--- config.mk ---
export PLATFORM = sky130hd
export DESIGN_NAME = pio_in_edge_ctrl
export DESIGN_NICKNAME = d
export VERILOG_FILES = /design/src/rtl/pio_in_pkg.sv /design/src/rtl/pio_in_db_bit.sv /design/src/rtl/pio_in_edge_ctrl.sv
export SDC_FILE = /design/constraint.sdc
export NUM_CORES = 1
export LEC_CHECK = 0
export ABC_AREA = 1
export ABC_CLOCK_PERIOD_IN_PS = 4400
export CELL_PAD_IN_SITES_DETAIL_PLACEMENT = 0
export CELL_PAD_IN_SITES_GLOBAL_PLACEMENT = 1
export CORE_ASPECT_RATIO = 1.4
export CORE_MARGIN = 2
export CORE_UTILIZATION = 46
export DETAILED_ROUTE_END_ITERATION = 10
export GPL_ROUTABILITY_DRIVEN = 0
export PLACE_DENSITY_LB_ADDON = 0.1
export SYNTH_ARGS = -nofsm -noshare
export SYNTH_HDL_FRONTEND = slang
export SYNTH_SLANG_ARGS = --single-unit
--- constraint.sdc ---
create_clock -name clk -period 4.4 [get_ports clk]
set_input_delay 0.44 -clock clk [delete_from_list [all_inputs] [get_ports clk]]
set_output_delay 0.44 -clock clk [all_outputs]
set_load 0.01 [all_outputs]
--- src/rtl/pio_in_pkg.sv ---
// Shared register map for the input PIO slave.
package pio_in_pkg;

  localparam int unsigned ADDR_W = 3;

  typedef enum logic [ADDR_W-1:0] {
    ADDR_DATA      = 3'd0,
    ADDR_RAW       = 3'd1,
    ADDR_IRQ_MASK  = 3'd2,
    ADDR_EDGE_CAP  = 3'd3,
    ADDR_RISE_EN   = 3'd4,
    ADDR_FALL_EN   = 3'd5,
    ADDR_DB_PERIOD = 3'd6
  } pio_addr_e;

endpackage

--- src/rtl/pio_in_db_bit.sv ---
// One input bit: metastability synchroniser, debounce counter, debounced
// value and its one-cycle-delayed copy for edge detection.
module pio_in_db_bit
  import pio_in_pkg::*;
#(
  parameter int unsigned SYNC_STAGES = 2,
  parameter int unsigned CNT_W       = 16
) (
  input  logic             clk,
  input  logic             reset_n,
  input  logic             in_bit,
  input  logic [CNT_W-1:0] db_period,
  output logic             sync_o,
  output logic             d_o,
  output logic             dp_o
);

  logic [SYNC_STAGES-1:0] sync_q, sync_d;
  logic [CNT_W-1:0]       cnt_q, cnt_d;
  logic                   deb_q, deb_d;
  logic                   dp_q, dp_d;
  logic                   s;

  assign s = sync_q[SYNC_STAGES-1];

  // Shift chain, debounce counter and debounced value update.
  always_comb begin
    sync_d = {sync_q[SYNC_STAGES-2:0], in_bit};
    dp_d   = deb_q;
    deb_d  = deb_q;
    cnt_d  = cnt_q;
    if (s == deb_q) begin
      cnt_d = '0;
    end else if ((db_period <= CNT_W'(1)) || (cnt_q >= db_period - CNT_W'(1))) begin
      // The period-0/1 test also guards against db_period-1 wrapping.
      deb_d = s;
      cnt_d = '0;
    end else begin
      cnt_d = cnt_q + CNT_W'(1);
    end
  end

  // Per-bit state registers.
  always_ff @(posedge clk or negedge reset_n) begin
    if (!reset_n) begin
      sync_q <= '0;
      cnt_q  <= '0;
      deb_q  <= 1'b0;
      dp_q   <= 1'b0;
    end else begin
      sync_q <= sync_d;
      cnt_q  <= cnt_d;
      deb_q  <= deb_d;
      dp_q   <= dp_d;
    end
  end

  assign sync_o = s;
  assign d_o    = deb_q;
  assign dp_o   = dp_q;

endmodule

--- src/rtl/pio_in_edge_ctrl.sv ---
// Avalon-MM input PIO: per-bit debounced inputs, selectable edge capture
// with write-1-to-clear, and a masked level interrupt.
module pio_in_edge_ctrl
  import pio_in_pkg::*;
#(
  parameter int unsigned WIDTH       = 8,
  parameter int unsigned SYNC_STAGES = 2,
  parameter int unsigned CNT_W       = 16,
  parameter int unsigned DB_DEFAULT  = 0
) (
  input  logic              clk,
  input  logic              reset_n,
  input  logic [ADDR_W-1:0] address,
  input  logic              chipselect,
  input  logic              write_n,
  input  logic [31:0]       writedata,
  input  logic [WIDTH-1:0]  in_port,
  output logic              irq,
  output logic [31:0]       readdata
);

  logic [WIDTH-1:0] sync_vec, d_vec, dp_vec;
  logic [WIDTH-1:0] irq_mask_q, irq_mask_d;
  logic [WIDTH-1:0] edge_cap_q, edge_cap_d;
  logic [WIDTH-1:0] rise_en_q, rise_en_d;
  logic [WIDTH-1:0] fall_en_q, fall_en_d;
  logic [CNT_W-1:0] db_period_q, db_period_d;
  logic [31:0]      readdata_q, readdata_d;
  logic [WIDTH-1:0] edge_set, edge_clr;
  logic             wr_en;
  logic             unused_wdata;

  // Write data bits beyond the register widths are ignored.
  assign unused_wdata = ^writedata;

  for (genvar i = 0; i < WIDTH; i++) begin : g_bit
    pio_in_db_bit #(
      .SYNC_STAGES(SYNC_STAGES),
      .CNT_W      (CNT_W)
    ) u_db_bit (
      .clk      (clk),
      .reset_n  (reset_n),
      .in_bit   (in_port[i]),
      .db_period(db_period_q),
      .sync_o   (sync_vec[i]),
      .d_o      (d_vec[i]),
      .dp_o     (dp_vec[i])
    );
  end

  assign wr_en = chipselect & ~write_n;

  // Register file writes and edge capture; a new edge beats a same-cycle clear.
  always_comb begin
    irq_mask_d  = irq_mask_q;
    rise_en_d   = rise_en_q;
    fall_en_d   = fall_en_q;
    db_period_d = db_period_q;
    edge_clr    = '0;
    edge_set    = (d_vec & ~dp_vec & rise_en_q) | (~d_vec & dp_vec & fall_en_q);
    if (wr_en) begin
      case (address)
        ADDR_IRQ_MASK:  irq_mask_d  = writedata[WIDTH-1:0];
        ADDR_EDGE_CAP:  edge_clr    = writedata[WIDTH-1:0];
        ADDR_RISE_EN:   rise_en_d   = writedata[WIDTH-1:0];
        ADDR_FALL_EN:   fall_en_d   = writedata[WIDTH-1:0];
        ADDR_DB_PERIOD: db_period_d = writedata[CNT_W-1:0];
        default: ;
      endcase
    end
    edge_cap_d = (edge_cap_q & ~edge_clr) | edge_set;
  end

  // Read mux, reloaded every cycle independent of chipselect.
  always_comb begin
    readdata_d = '0;
    case (address)
      ADDR_DATA:      readdata_d[WIDTH-1:0] = d_vec;
      ADDR_RAW:       readdata_d[WIDTH-1:0] = sync_vec;
      ADDR_IRQ_MASK:  readdata_d[WIDTH-1:0] = irq_mask_q;
      ADDR_EDGE_CAP:  readdata_d[WIDTH-1:0] = edge_cap_q;
      ADDR_RISE_EN:   readdata_d[WIDTH-1:0] = rise_en_q;
      ADDR_FALL_EN:   readdata_d[WIDTH-1:0] = fall_en_q;
      ADDR_DB_PERIOD: readdata_d[CNT_W-1:0] = db_period_q;
      default:        readdata_d = '0;
    endcase
  end

  // Register file, capture and read data flops.
  always_ff @(posedge clk or negedge reset_n) begin
    if (!reset_n) begin
      irq_mask_q  <= '0;
      edge_cap_q  <= '0;
      rise_en_q   <= '1;
      fall_en_q   <= '0;
      db_period_q <= CNT_W'(DB_DEFAULT);
      readdata_q  <= '0;
    end else begin
      irq_mask_q  <= irq_mask_d;
      edge_cap_q  <= edge_cap_d;
      rise_en_q   <= rise_en_d;
      fall_en_q   <= fall_en_d;
      db_period_q <= db_period_d;
      readdata_q  <= readdata_d;
    end
  end

  assign irq      = |(edge_cap_q & irq_mask_q);
  assign readdata = readdata_q;

endmodule

==> flow_summary.toml, run 1 <==
[routing]
dr.pass1.iters = 6
post-route-drc-count = 0
wirelength_um = 34900
num_vias = 10389
ant_nets = 0
via_per_inst = 5.07
avgRoutedWirePerCell_um = 17.0
drt_iter0_markers = 488

[worst_setup_path]
r2r_setup_slack_ns = 0.74
r2r_end = "g_bit[7].u_db_bit.cnt_q[2]"
cp-end-kind = "register"
crit_path_start_kind = "register"
cp_data_required_time_ns = 4.85
criticalPathCategory = "register to register"
cp_slowest_stage_delay_ns = 0.47
path_max_fanout = 16
crit_path_cell_trace = "inv_1, ha_1, nand2_1, nor2_2, nand3_1, nor3_1, xor2_1, buf_4, ha_1, nand2_1, o21ai_0, nor3_1, nand4_4, nor2_1"
reg2reg_depth = 14
critical_path.slowest_cell = "nor3_1"
reg2reg_from = "db_period_q[0]"
worstPathArrival_ns = 4.10

[synthesis]
ys_types = 41
ys.flop_type = "dfrtp_1"
syn_area_per_cell_sq_um = 8.56
synth_top_area_share_pct = 40.2
synth_area_leaders = "dfrtp_1 (40%), ha_1 (11%), nand2_1 (9.9%), xor2_1 (5.4%), inv_1 (4.7%)"
synth-seq-area-share_pct = 41.8
syn_area_sq_um = 13400
yosys_warnings = 0
synthCells = 1571
synth_most_common_cell = "nand2_1"
synthArstFlopShare_pct = 100
synthTopCellsByCount = "nand2_1 (355), dfrtp_1 (216), inv_1 (169)"
synth_edf_count = 0
ys_seq_elements = 224
yosysTopAreaCell = "dfrtp_1"

[grt]
globalRoute.busiestLayer = "met2"
grtUsageMet1_pct = 29.6
gr-usage-all-layers_pct = 23.6
grt_pass1_wl_um = 56300
antenna_found_initial = 1
met2_usage_pct = 41.4
overflow = 0
grt_max_degree = 114
grt_pass1_vias = 10650
grtUsageMet3_pct = 2.65

[finish]
final_cells = 2050
nNetsFinal = 1821
post_route_cells_drive_above_1_share_pct = 11.9
n_antenna_cell = 0
utilization_pct = 52.7
syn_to_final_growth_pct = 13.5
fin_area_sq_um = 15300

[pwr]
swShare_pct = 32.3
p_seq_share_pct = 39.2
p_int_mw = 4.05
pwr-share-clk_pct = 37.0
ir_drop_uv = 262
powerDensity_nw_per_um2 = 392
switchingPower_mw = 1.93
p_comb_share_pct = 23.8
p_leak_nw = 7.27

[cts]
cts_buffer_depth = 3
cts.repair.resized = 0
cts.sinks = 224
clk_pin_slew_ns = 0.06
cts_hold_buffers = 0
cts_tree = "yes"
worst_skew_pair.late_latency_ns = 0.53
h-tree-depth = 1
cts_made_buffers = 25
cts-root-buf = "clkbuf_16"
post_cts_buffers = 0

[run_status]
status = "finished with violations"
violations = "hold timing"

[floorplanning]
dieWidth_um = 148
num_rows = 74
dieHeight_um = 206
start_util_pct = 46.4
core_area_sq_um = 29000
die-area_sq_um = 30600
pin_count = 80

[timing]
hold_viol_final = 34
timing.hold.ws_ns = -0.0413
rsz0062_at_grt = "no"
setup_tns_ns = 0
finalClockSkew_ns = 0.0118
setup_violations = 0
slew-limit-headroom_pct = 33.6
fmax_mhz = 273
fin_crit_sh_pct = 83.1
min_period_ns = 3.66
finalMaxSlewViolations = 0
worst_pin_slew_ns = 0.993

[job]
max_cap_violations = 0

[hold_path]
hold_class = "input pin to async pin"

[placed_design]
dp.cells = 2005
place_area_sq_um = 14400
dp_hpwl_um = 25100
portBuffers = 47
-- per-layer routing --
layer  vias up  part of all wire (%)
li1       5232                     -
met1      4898                    43
met2       186                    49
met3        73                   3.7
met4         0                   4.6
met5         -                     0
-- stage by stage --
stage	total power [mW]	setup slack, ns	hold slack (ns)
2_1_floorplan	3.20	1.15	0.144
4_1_cts	6.07	0.699	0.00672
5_1_grt	6.33	0.469	0.0509
6_report	5.99	0.743	-0.0413
3_3_place_gp	3.80	0.715	0.331
3_5_place_dp	3.82	0.723	0.335
-- layout make-up --
| class | count | area, sq um |
|---|---|---|
| multi-input cells | 1155 | 6990 |
| flip-flops and latches | 224 | 5620 |
| inverters | 173 | 649 |
| fillers | 2776 | 13700 |
| clock buffers | 34 | 699 |
| clock inverters | 11 | 158 |
| repair buffers | 73 | 671 |
| well taps | 380 | 475 |
-- sequential cells by signal, indices dropped and copies added (netlist names) --
name / flops
readdata: 16
db_period_q: 16
rise_en_q: 8
fall_en_q: 8
g_bit.u_db_bit.cnt_q: 128
edge_cap_q: 8
g_bit.u_db_bit.d_o: 8
g_bit.u_db_bit.dp_o: 8
g_bit.u_db_bit.sync_q: 16
irq_mask_q: 8
-- power groups by stage --
stage	Combinational [mW]	Sequential, mW	Clock, mW
2_1_floorplan	0.854	2.35	0
3_3_place_gp	1.42	2.38	0
3_5_place_dp	1.44	2.38	0
4_1_cts	1.45	2.35	2.27
5_1_grt	1.63	2.37	2.34
6_report	1.43	2.35	2.21
-- kinds of logic after synthesis --
kind of cell | count (synthesis) | share of synthesized area (%)
adders and majority gates | 122 | 11.4
other | 1 | 0.0279
AOI/OAI and AO/OA | 138 | 5.83
and+or+nand+nor | 763 | 26.8
xor gates and xnor gates | 116 | 7.56
DFF | 224 | 41.8
buffers and inverters | 207 | 6.68
-- worst max path at each step --
stage	startpoint	endpoint	slack, ns
2_1_floorplan	db_period_q[0]	g_bit[7].u_db_bit.cnt_q[8]	1.15
3_5_place_dp	db_period_q[0]	g_bit[7].u_db_bit.cnt_q[15]	0.72
5_1_grt	db_period_q[0]	g_bit[7].u_db_bit.cnt_q[11]	0.47
4_1_cts	db_period_q[0]	g_bit[7].u_db_bit.cnt_q[0]	0.70
6_report	db_period_q[0]	g_bit[7].u_db_bit.cnt_q[2]	0.74
3_3_place_gp	db_period_q[0]	g_bit[7].u_db_bit.cnt_q[2]	0.72
-- critical path, delay by kind of cell (launching register included) --
family	cells	cell delay, ns
adders and majority gates	2	0.60
xor gates and xnor gates	1	0.25
and+or+nand+nor	8	1.82
DFF	1	0.38
AOI/OAI and AO/OA	1	0.08
buffers and inverters	2	0.42
-- cell usage in the layout (no fill, tap or decap), drive strengths merged, types with 3 or more instances in the layout --
cell type and count:
o211ai 4, nor3b 3, inv 173, dfstp 8, dfrtp 216, clkbuf 34, nor2 226, o21ai 59
xnor2 33, xor2 83, nor4 6, nor3 21, conb 16, a21o 3, o22ai 13, ha 122
buf 27, clkinv 6, nand2 373, a22oi 5, nand4 41, clkdlybuf4s50 46, o221ai 6, bufinv 4
a221oi 4, a21oi 41, nand3b 10, nand3 82
No activity file was read; power rests on OpenSTA's default activity.
==> inputs of run 2 (changes only) <==
- ABC_CLOCK_PERIOD_IN_PS: 4400 -> 3800
- clock period: 4.4 -> 3.8 ns (I/O delays scaled with it)
==> flow_summary.toml, run 2 (synthesis gave the netlist of run 1 again) <==
[run_status]
status = "complete, no violations"

[worst_setup_path]
cp-end-kind = "register"
critical_path.slowest_cell = "nor3_1"
path_max_fanout = 16
cp_data_required_time_ns = 4.24
cp_slowest_stage_delay_ns = 0.43
crit_path_start_kind = "register"
criticalPathCategory = "register to register"
crit_top_cell = "buf_4"
reg2reg_depth = 14
worstPathArrival_ns = 3.93
crit_path_cell_trace = "inv_1, buf_4, nand2_1, nor2_4, nand3_4, nor4_1, xor2_1, buf_4, ha_1, a21oi_1, o21ai_0, nor3_1, nand4_4, nor2_1"
r2r_setup_slack_ns = 0.31

[timing]
setup_tns_ns = 0
setup_ws_ns = 0.313
min_period_ns = 3.49
finalClockSkew_ns = 0.0235
rsz0062_at_grt = "no"
fmax_mhz = 287
hold_viol_final = 0
fin_crit_sh_pct = 91.8
slew-limit-headroom_pct = 35.9
worst_pin_slew_ns = 0.958
finalMaxSlewViolations = 0
setup_violations = 0

[routing]
ant_nets = 0
wirelength_um = 34700
post-route-drc-count = 0
avgRoutedWirePerCell_um = 16.9
via_per_inst = 5.04
wl_met2_um = 17200
num_vias = 10362
wl_met3_um = 1160
top_layer = "met4"
dr.pass1.iters = 6
drt_iter0_markers = 451
met1_length_um = 15400

[grt]
antenna_found_initial = 1
grt_pass1_wl_um = 56000
grt_pass1_vias = 10324
gr-usage-all-layers_pct = 23.5
grt_max_degree = 84
overflow = 0

[finish]
largest-register = "g_bit.u_db_bit.cnt_q"
nNetsFinal = 1826
final_cells = 2054
final_cell_mix = "nand2_1 (355), dfrtp_1 (216), inv_1 (169), nor2_1 (139), ha_1 (122)"
fin_area_sq_um = 15300
fill_cells = 2802
final_common_cell = "nand2_1"
syn_to_final_growth_pct = 13.7
n_antenna_cell = 0
post_route_cells_drive_above_1_share_pct = 11.8
largest_reg_flops = 128

[cts]
worst_skew_pair.late_latency_ns = 0.54
cts.sinks = 224
cts-root-buf = "clkbuf_16"
h-tree-depth = 1
clk_pin_slew_ns = 0.06
cts_made_buffers = 25
cts_buffer_depth = 3
cts_tree = "yes"

[placed_design]
pre_cts_ws_ns = 0.308
place_area_sq_um = 14500
dp_hpwl_um = 25300
portBuffers = 47
dp.cells = 2009

[floorplanning]
dieWidth_um = 148
num_rows = 74
dieHeight_um = 206
pin_count = 80
core_area_sq_um = 29000
start_util_pct = 46.4
die-area_sq_um = 30600

[pwr]
p_seq_share_pct = 39.6
swShare_pct = 32.5
switchingPower_mw = 2.23
p_int_mw = 4.63
pwr-share-clk_pct = 36.1
powerDensity_nw_per_um2 = 449
ir_drop_uv = 370
p_leak_nw = 7.27
p_comb_share_pct = 24.3

[job]
max_cap_violations = 0

[hold_path]
hold_class = "input pin to register"
holdPathStages = 1
[run 2: layout make-up]
type	instances	area [sq um]	share of cell area (%)
Sequential cell	224	5620	36.7
Inverter	173	649	4.25
Clock buffer	37	701	4.58
Multi-Input combinational cell	1155	6990	45.7
Tap cell	380	475	3.11
Clock inverter	7	115	0.753
Timing Repair Buffer	78	736	4.81
[run 2: per-stage QoR]
stage	power (mW)	util, %	hold slack, ns
after global routing	7.26	52.7	0.267
after floorplan	3.71	-	0.0844
final	6.86	52.7	0.275
after global placement	4.42	49.9	0.333
after detailed placement	4.46	49.9	0.335
after CTS	6.96	52.7	0.256
[run 2: worst paths after layout]
check                                                    to                         from
worst max-delay path             g_bit[7].u_db_bit.cnt_q[3]               db_period_q[0]
worst min-delay path            g_bit[1].u_db_bit.sync_q[0]                   in_port[1]
worst max register to register   g_bit[7].u_db_bit.cnt_q[3]               db_period_q[0]
worst min register to register  g_bit[7].u_db_bit.sync_q[1]  g_bit[7].u_db_bit.sync_q[0]
max in group asynchronous        g_bit[2].u_db_bit.cnt_q[1]                      reset_n
min in group asynchronous        g_bit[3].u_db_bit.cnt_q[0]                      reset_n
[run 2: critical path, delay by kind of cell (launching register included)]
| family | cells | cell delay, ns |
|---|---|---|
| AO/OA/AOI/OAI | 2 | 0.25 |
| flip-flops | 1 | 0.38 |
| adder cells (fa/ha/maj) | 1 | 0.25 |
| XOR/XNOR | 1 | 0.22 |
| AND/OR/NAND/NOR | 7 | 1.79 |
| buffers and inverters | 3 | 0.48 |
[run 2: layer usage]
metal	track usage (%)	vias to the layer above
met5	0	-
met4	7.04	0
met3	2.69	56
met2	41.2	163
met1	30.6	4909
li1	-	5234
[run 2: power groups by stage]
stage / clock network, mW / registers (mW) / logic [mW]
after CTS: 2.54 / 2.72 / 1.71
after detailed placement: 0 / 2.76 / 1.70
after global placement: 0 / 2.76 / 1.66
after floorplan: 0 / 2.72 / 0.988
after global routing: 2.62 / 2.74 / 1.90
final: 2.48 / 2.72 / 1.67
[run 2: timing repair]
action                     CTS  global route
resized for setup            0             0
hold endpoints to repair    81             0
setup endpoints to repair    0             0
hold buffers                 1             0
setup buffers                0             0
